===== src/rtl/write_back_pkg.sv =====
// Shared core definitions: datapath widths, writeback FSM states, write-port shape.
// Latency: n/a (types and constants only).
// Backpressure: n/a.
package write_back_pkg;

    localparam int DATA_W = 16;
    localparam int ADDR_W = 3;

    // Write-port field widths, reused by decode and the hazard logic
    localparam int WP_ADDR_W = ADDR_W;
    localparam int WP_DATA_W = DATA_W;

    typedef enum logic {
        IDLE  = 1'b0,
        SWAP2 = 1'b1
    } wb_state_t;

    typedef struct packed {
        logic                 we;
        logic [WP_ADDR_W-1:0] addr;
        logic [WP_DATA_W-1:0] data;
    } wb_port_t;

endpackage


===== src/rtl/write_back_if.sv =====
// Memory-stage to writeback bundle plus the register-file write port and out port.
// Latency: n/a (wiring only).
// Backpressure: stall travels back from the writeback stage to the memory stage.
interface write_back_if
    import write_back_pkg::*;
#(
    parameter int DATA_W = write_back_pkg::DATA_W,
    parameter int ADDR_W = write_back_pkg::ADDR_W
);
    logic              in_valid;
    logic              reg_write_en;
    logic              mem_to_reg;
    logic              out_en;
    logic              swap;
    logic [ADDR_W-1:0] rdst;
    logic [ADDR_W-1:0] rdst2;
    logic [DATA_W-1:0] alu_result;
    logic [DATA_W-1:0] mem_data;
    logic [DATA_W-1:0] swap_data;

    logic              regWrite;
    logic [ADDR_W-1:0] Rdst;
    logic [DATA_W-1:0] writeData;
    logic [DATA_W-1:0] outPort;
    logic              stall;

    // Upstream (memory stage) side
    modport master (
        output in_valid, reg_write_en, mem_to_reg, out_en, swap,
        output rdst, rdst2, alu_result, mem_data, swap_data,
        input  regWrite, Rdst, writeData, outPort, stall
    );

    // Writeback stage side
    modport slave (
        input  in_valid, reg_write_en, mem_to_reg, out_en, swap,
        input  rdst, rdst2, alu_result, mem_data, swap_data,
        output regWrite, Rdst, writeData, outPort, stall
    );

endinterface


===== src/rtl/write_back_wb_mux.sv =====
// Writeback result select: memory read data or ALU result.
// Latency: combinational.
// Backpressure: none.
module wb_mux
    import write_back_pkg::*;
#(
    parameter int DATA_W = write_back_pkg::DATA_W
) (
    input  logic              mem_to_reg,
    input  logic [DATA_W-1:0] alu_result,
    input  logic [DATA_W-1:0] mem_data,
    output logic [DATA_W-1:0] result
);

    assign result = mem_to_reg ? mem_data : alu_result;

endmodule


===== src/rtl/write_back.sv =====
// Final pipeline stage: registers the register-file write port and the out port; SWAP writes twice (WB_SWAP_EN).
// Latency: one cycle from the sampling edge to the write port; SWAP's second write one cycle later.
// Backpressure: stall is high for the one SWAP2 cycle, a pure state decode; tied low without WB_SWAP_EN.
module write_back
    import write_back_pkg::*;
#(
    parameter int DATA_W = write_back_pkg::DATA_W,
    parameter int ADDR_W = write_back_pkg::ADDR_W
) (
    input  logic         clk,
    input  logic         rst,
    write_back_if.slave  wb
);

    logic [DATA_W-1:0] mux_result;
    logic              accept;
    logic              regwrite_q;
    logic [ADDR_W-1:0] rdst_q;
    logic [DATA_W-1:0] wdata_q;
    logic [DATA_W-1:0] outport_q;

    wb_mux #(.DATA_W(DATA_W)) u_wb_mux (
        .mem_to_reg (wb.mem_to_reg),
        .alu_result (wb.alu_result),
        .mem_data   (wb.mem_data),
        .result     (mux_result)
    );

    // A register write is only taken from a live instruction
    assign accept = wb.in_valid && wb.reg_write_en;

`ifdef WB_SWAP_EN
    wb_state_t         state_q;
    wb_state_t         state_d;
    logic              stall_c;
    logic [ADDR_W-1:0] pend_addr_q;
    logic [DATA_W-1:0] pend_data_q;

    // State register; reset aborts a pending second write
    always_ff @(posedge clk) begin
        if (rst) state_q <= IDLE;
        else     state_q <= state_d;
    end

    // Next state and stall; stall depends on state only
    always_comb begin
        state_d = state_q;
        stall_c = 1'b0;
        case (state_q)
            IDLE: begin
                if (accept && wb.swap) state_d = SWAP2;
            end
            SWAP2: begin
                stall_c = 1'b1;
                state_d = IDLE;
            end
            default: state_d = IDLE;
        endcase
    end

    // Pending second write of a SWAP, captured with the first write
    always_ff @(posedge clk) begin
        if (rst) begin
            pend_addr_q <= '0;
            pend_data_q <= '0;
        end else if (state_q == IDLE && accept && wb.swap) begin
            pend_addr_q <= wb.rdst2;
            pend_data_q <= wb.swap_data;
        end
    end

    // Write port: pending write in SWAP2, otherwise the accepted instruction
    always_ff @(posedge clk) begin
        if (rst) begin
            regwrite_q <= 1'b0;
            rdst_q     <= '0;
            wdata_q    <= '0;
        end else if (state_q == SWAP2) begin
            regwrite_q <= 1'b1;
            rdst_q     <= pend_addr_q;
            wdata_q    <= pend_data_q;
        end else if (accept) begin
            regwrite_q <= 1'b1;
            rdst_q     <= wb.rdst;
            wdata_q    <= mux_result;
        end else begin
            regwrite_q <= 1'b0;
        end
    end

    // Out port loads only from an instruction accepted in IDLE
    always_ff @(posedge clk) begin
        if (rst)
            outport_q <= '0;
        else if (state_q == IDLE && wb.in_valid && wb.out_en)
            outport_q <= wb.alu_result;
    end

    assign wb.stall = stall_c;
`else
    logic unused_swap_inputs;

    // SWAP fields are accepted on the port but carry no meaning here
    assign unused_swap_inputs = ^{wb.swap, wb.rdst2, wb.swap_data};

    // Write port: single write per accepted instruction
    always_ff @(posedge clk) begin
        if (rst) begin
            regwrite_q <= 1'b0;
            rdst_q     <= '0;
            wdata_q    <= '0;
        end else if (accept) begin
            regwrite_q <= 1'b1;
            rdst_q     <= wb.rdst;
            wdata_q    <= mux_result;
        end else begin
            regwrite_q <= 1'b0;
        end
    end

    // Out port loads from any live OUT instruction
    always_ff @(posedge clk) begin
        if (rst)
            outport_q <= '0;
        else if (wb.in_valid && wb.out_en)
            outport_q <= wb.alu_result;
    end

    assign wb.stall = 1'b0;
`endif

    assign wb.regWrite  = regwrite_q;
    assign wb.Rdst      = rdst_q;
    assign wb.writeData = wdata_q;
    assign wb.outPort   = outport_q;

endmodule


===== src/flat_wrapper.sv =====
// flat-port wrapper written by rule: the top's interface ports become plain ports
module write_back_flat import write_back_pkg::*;
#(
    parameter int DATA_W = write_back_pkg::DATA_W,
    parameter int ADDR_W = write_back_pkg::ADDR_W
)
  (clk, rst, wb_in_valid, wb_reg_write_en, wb_mem_to_reg, wb_out_en, wb_swap, wb_rdst, wb_rdst2, wb_alu_result, wb_mem_data, wb_swap_data, wb_regWrite, wb_Rdst, wb_writeData, wb_outPort, wb_stall);
  write_back_if #(.DATA_W(DATA_W), .ADDR_W(ADDR_W)) wb_i ();
  input  logic clk;
  input  logic rst;
  input wire logic [$bits(wb_i.in_valid)-1:0] wb_in_valid;
  input wire logic [$bits(wb_i.reg_write_en)-1:0] wb_reg_write_en;
  input wire logic [$bits(wb_i.mem_to_reg)-1:0] wb_mem_to_reg;
  input wire logic [$bits(wb_i.out_en)-1:0] wb_out_en;
  input wire logic [$bits(wb_i.swap)-1:0] wb_swap;
  input wire logic [$bits(wb_i.rdst)-1:0] wb_rdst;
  input wire logic [$bits(wb_i.rdst2)-1:0] wb_rdst2;
  input wire logic [$bits(wb_i.alu_result)-1:0] wb_alu_result;
  input wire logic [$bits(wb_i.mem_data)-1:0] wb_mem_data;
  input wire logic [$bits(wb_i.swap_data)-1:0] wb_swap_data;
  output wire logic [$bits(wb_i.regWrite)-1:0] wb_regWrite;
  output wire logic [$bits(wb_i.Rdst)-1:0] wb_Rdst;
  output wire logic [$bits(wb_i.writeData)-1:0] wb_writeData;
  output wire logic [$bits(wb_i.outPort)-1:0] wb_outPort;
  output wire logic [$bits(wb_i.stall)-1:0] wb_stall;
  assign wb_i.in_valid = wb_in_valid;
  assign wb_i.reg_write_en = wb_reg_write_en;
  assign wb_i.mem_to_reg = wb_mem_to_reg;
  assign wb_i.out_en = wb_out_en;
  assign wb_i.swap = wb_swap;
  assign wb_i.rdst = wb_rdst;
  assign wb_i.rdst2 = wb_rdst2;
  assign wb_i.alu_result = wb_alu_result;
  assign wb_i.mem_data = wb_mem_data;
  assign wb_i.swap_data = wb_swap_data;
  assign wb_regWrite = wb_i.regWrite;
  assign wb_Rdst = wb_i.Rdst;
  assign wb_writeData = wb_i.writeData;
  assign wb_outPort = wb_i.outPort;
  assign wb_stall = wb_i.stall;
  write_back #(.DATA_W(DATA_W), .ADDR_W(ADDR_W)) u_core (.clk(clk), .rst(rst), .wb(wb_i));
endmodule

===== config.mk =====
export PLATFORM = sky130hd
export DESIGN_NAME = write_back_flat
export DESIGN_NICKNAME = d
export VERILOG_FILES = /design/src/rtl/write_back_pkg.sv /design/src/rtl/write_back_if.sv /design/src/rtl/write_back_wb_mux.sv /design/src/rtl/write_back.sv /design/src/flat_wrapper.sv
export SDC_FILE = /design/constraint.sdc
export NUM_CORES = 1
export LEC_CHECK = 0
export ABC_AREA = 0
export BUFFER_PORTS_ARGS = -buffer_cell sky130_fd_sc_hd__buf_2
export CORE_MARGIN = 1
export CORE_UTILIZATION = 46
export CTS_CLUSTER_DIAMETER = 150
export DETAILED_ROUTE_END_ITERATION = 6
export GPL_TIMING_DRIVEN = 0
export MAX_ROUTING_LAYER = met4
export PLACE_DENSITY = 0.84
export SETUP_SLACK_MARGIN = 0.1
export SLEW_MARGIN = 20
export SYNTH_ARGS = -nofsm -noshare
export SYNTH_HDL_FRONTEND = slang
export SYNTH_SLANG_ARGS = --single-unit

===== constraint.sdc =====
create_clock -name clk -period 2.8 [get_ports clk]
set_clock_uncertainty 0.15 [all_clocks]
set_input_delay 0.7 -clock clk [delete_from_list [all_inputs] [get_ports clk]]
set_output_delay 0.7 -clock clk [all_outputs]
set_load 0.01 [all_outputs]

==> results.yml <==
sta:
  fin_tns_setup_ns: 0
  fin_crit_ns: 1.69
  fin_crit_sh_pct: 60.2
  drv_slew: 0
  fmax_mhz: 593
  rsz0062_at_grt: "false"
  hold_viol_final: 0
  setup_viol: 0
power_and_ir_drop:
  powerDensity_nw_per_um2: 490
  switching_power_mw: 0.287
  p_leak_nw: 1.00
  p_int_mw: 0.760
  switching_share_pct: 27.4
  p_clk_share_pct: 27.6
  pwr-share-seq_pct: 52.8
  combPwrFrac_pct: 19.5
  vdd_drop_max_mv: 0.309
yosys:
  synth_area_leaders: "dfxtp_1 44%, a21bo_2 11%, a21oi_1 11%"
  synth_xor_area_share_pct: 0
  synth_edf_count: 0
  syn-cell-area_um2: 1660
  synth.area.mux_share_pct: 9.67
  async_flop_share_pct: 0
  syn_nets: 225
  postSynthAreaPerCell_um2: 10.1
  synth_cell_types: 15
  netlist.area_leader.share_pct: 43.5
  postSynthCellCount: 164
  ys_seq_area_share_pct: 43.5
  synth_common_cells: "36 x dfxtp_1, 35 x a21oi_1, 19 x a21bo_2, 19 x nand3_1, 16 x mux2i_1"
  synth-main-ff-cell: "dfxtp_1"
  synth_top_family_by_area: "compound AO/OA/AOI/OAI gates"
  synth_top_area_cell: "dfxtp_1"
  synth_compound_area_share_pct: 32.4
  yosysMostFrequentCell: "dfxtp_1"
  synth-seq-cells: 36
  synthSimpleGateAreaFrac_pct: 6.65
  yosysWarnings: 0
  synthAdderAreaFrac_pct: 0
die:
  initial_core_util_pct: 48.8
  die_h_um: 62.0
  die_w_um: 62.0
  ioPinCount: 98
  coreArea_um2: 3390
  fp.dieArea_um2: 3840
  rows: 21
placed_design:
  port_buffers: 73
  dpl.cell_count: 283
  hpwl_um: 3040
  routabilityCongestion: 0.756
grt:
  grt_start_max_net_pins: 11
  grt_use_total_pct: 23.2
  grt_pass1_wl_um: 6170
  grt_pass1_vias: 1317
  antenna_found_initial: 0
  overflow: 0
route:
  wl_per_cell_um: 14.0
  drc: 0
  dr.pass1.iters: 4
  ant_nets: 0
  vias_per_cell: 5.18
  initialDrtViolationCount: 59
  drt-total-wl_um: 4080
  via_count: 1506
critical_path:
  rr_startpoint: "u_core.wb.outPort[13]"
  crit_path_max_incr_delay_ns: 0.37
  crit_cells: 1
  cp.buffers_inverters: 1
  timing.critical_path.fanout_max: 2
  r2r_end: "u_core.wb.outPort[13]"
  crit_chain: "buf_2"
  crit_end: "wb_writeData[3]"
  r2r_slack_ns: 1.88
  endpoint_kind: "output port"
  cp-startpoint: "u_core.wb.writeData[3]"
  start_kind: "flip-flop"
  required_ns: 1.95
  cp_data_arrival_time_ns: 0.84
  crit_family: "flip-flops"
  cp_slowest_cell: "dfxtp_1"
  worstRegToRegCells: 2
  crit_type: "reg -> out"
cells_and_area:
  n_fill_cell: 298
  finalNonFillerCells: 291
  insertedDiodeCount: 0
  fin_nets: 305
  drive_gt1_share_pct: 51.0
  area_delta_synth_final_pct: 29.1
clock_tree:
  cts_buffers: 5
  path_clk_slew_ns: 0.10
  cts-root-buf: "clkbuf_4"
  cts_hold_repair.buffers: 0
  post-cts-setup-buffers: 0
  cts-resized-gates: 0
  htreeDepth: 2
  cts_tree: "done"
  cts_sinks: 36
  clk_path_buf_depth: 2
  clock_latency_ns: 0.33
worst_hold_path:
  hold_path.class: "reg -> reg"
flow_run:
  drv_cap: 0
run_status:
  status: "finished, final reports clean"
-- state kept, by name, indices dropped and copies added, names as in the netlist --
signal               flops
u_core.wb.writeData     16
u_core.wb.regWrite       1
u_core.wb.outPort       16
u_core.wb.Rdst           3
-- routing by layer --
| metal | wire length [µm] | up-vias | global-route usage [%] |
|---|---|---|---|
| li1 | - | 756 | - |
| met1 | 1830 | 688 | 28.2 |
| met2 | 1950 | 55 | 38.3 |
| met3 | 254 | 7 | 5.59 |
| met4 | 46 | 0 | 6.67 |
| met5 | 0 | - | - |
-- layout make-up --
class                   instances  area, µm²  share of cell area [%]
flip-flops and latches         36        721                    33.7
plain buffers                  20        125                    5.85
repair buffers                 73        365                    17.1
multi-input cells             108        810                    37.9
clock buffers                   8       58.8                    2.75
well taps                      46       57.6                    2.69
-- cells by family (layout without fill, tap and decap cells) --
group | count (synthesis) | after routing
AO/OA/AOI/OAI | 70 | 70
buffers and inverters | 20 | 101
flip-flops | 36 | 36
multiplexers | 16 | 16
other | 1 | 1
AND/OR/NAND/NOR | 21 | 21
-- metrics by stage --
stage / worst slack, ns / utilization [%] / power, mW / hold WS (ns) / cell area, µm²
2_1_floorplan: 1.21 / - / 0.689 / 0.385 / 1660
6_report: 1.11 / 63.0 / 1.05 / 0.370 / 2140
5_1_grt: 1.06 / 63.0 / 1.10 / 0.396 / 2140
4_1_cts: 1.10 / 63.0 / 1.05 / 0.372 / 2140
3_3_place_gp: 1.07 / 61.3 / 0.765 / 0.351 / 2080
3_5_place_dp: 1.05 / 61.3 / 0.770 / 0.360 / 2080
-- power groups by stage --
stage	combinational, mW	clock, mW	sequential, mW
after global routing	0.225	0.316	0.557
after CTS	0.206	0.294	0.553
final	0.204	0.289	0.553
after detailed placement	0.206	0	0.565
after global placement	0.201	0	0.564
after floorplan	0.110	0	0.579
-- layout by cell type, fill, tap and decap left out, drive strengths merged --
cell     n
and2     1
clkbuf  10
dfxtp   36
a21oi   35
conb     1
buf     91
nor2b    1
nand3   19
a21bo   19
a211oi  16
mux2i   16
-- worst reg2reg max path: cells and delay by family (launching register included) --
family | cells | cell delay [ns]
DFF | 1 | 0.35
AOI/OAI and AO/OA | 2 | 0.35
-- worst min-delay path by stage --
stage / startpoint / end / slack [ns] / depth (start not counted)
2_1_floorplan: u_core.wb.writeData[0] / u_core.wb.writeData[0] / 0.39 / 2
3_3_place_gp: u_core.wb.writeData[15] / u_core.wb.writeData[15] / 0.35 / 2
3_5_place_dp: u_core.wb.writeData[2] / u_core.wb.writeData[2] / 0.36 / 2
4_1_cts: u_core.wb.writeData[2] / u_core.wb.writeData[2] / 0.37 / 2
5_1_grt: u_core.wb.writeData[4] / u_core.wb.writeData[4] / 0.40 / 2
6_report: u_core.wb.writeData[0] / u_core.wb.writeData[0] / 0.37 / 2
(Power assumes the default switching activity.)
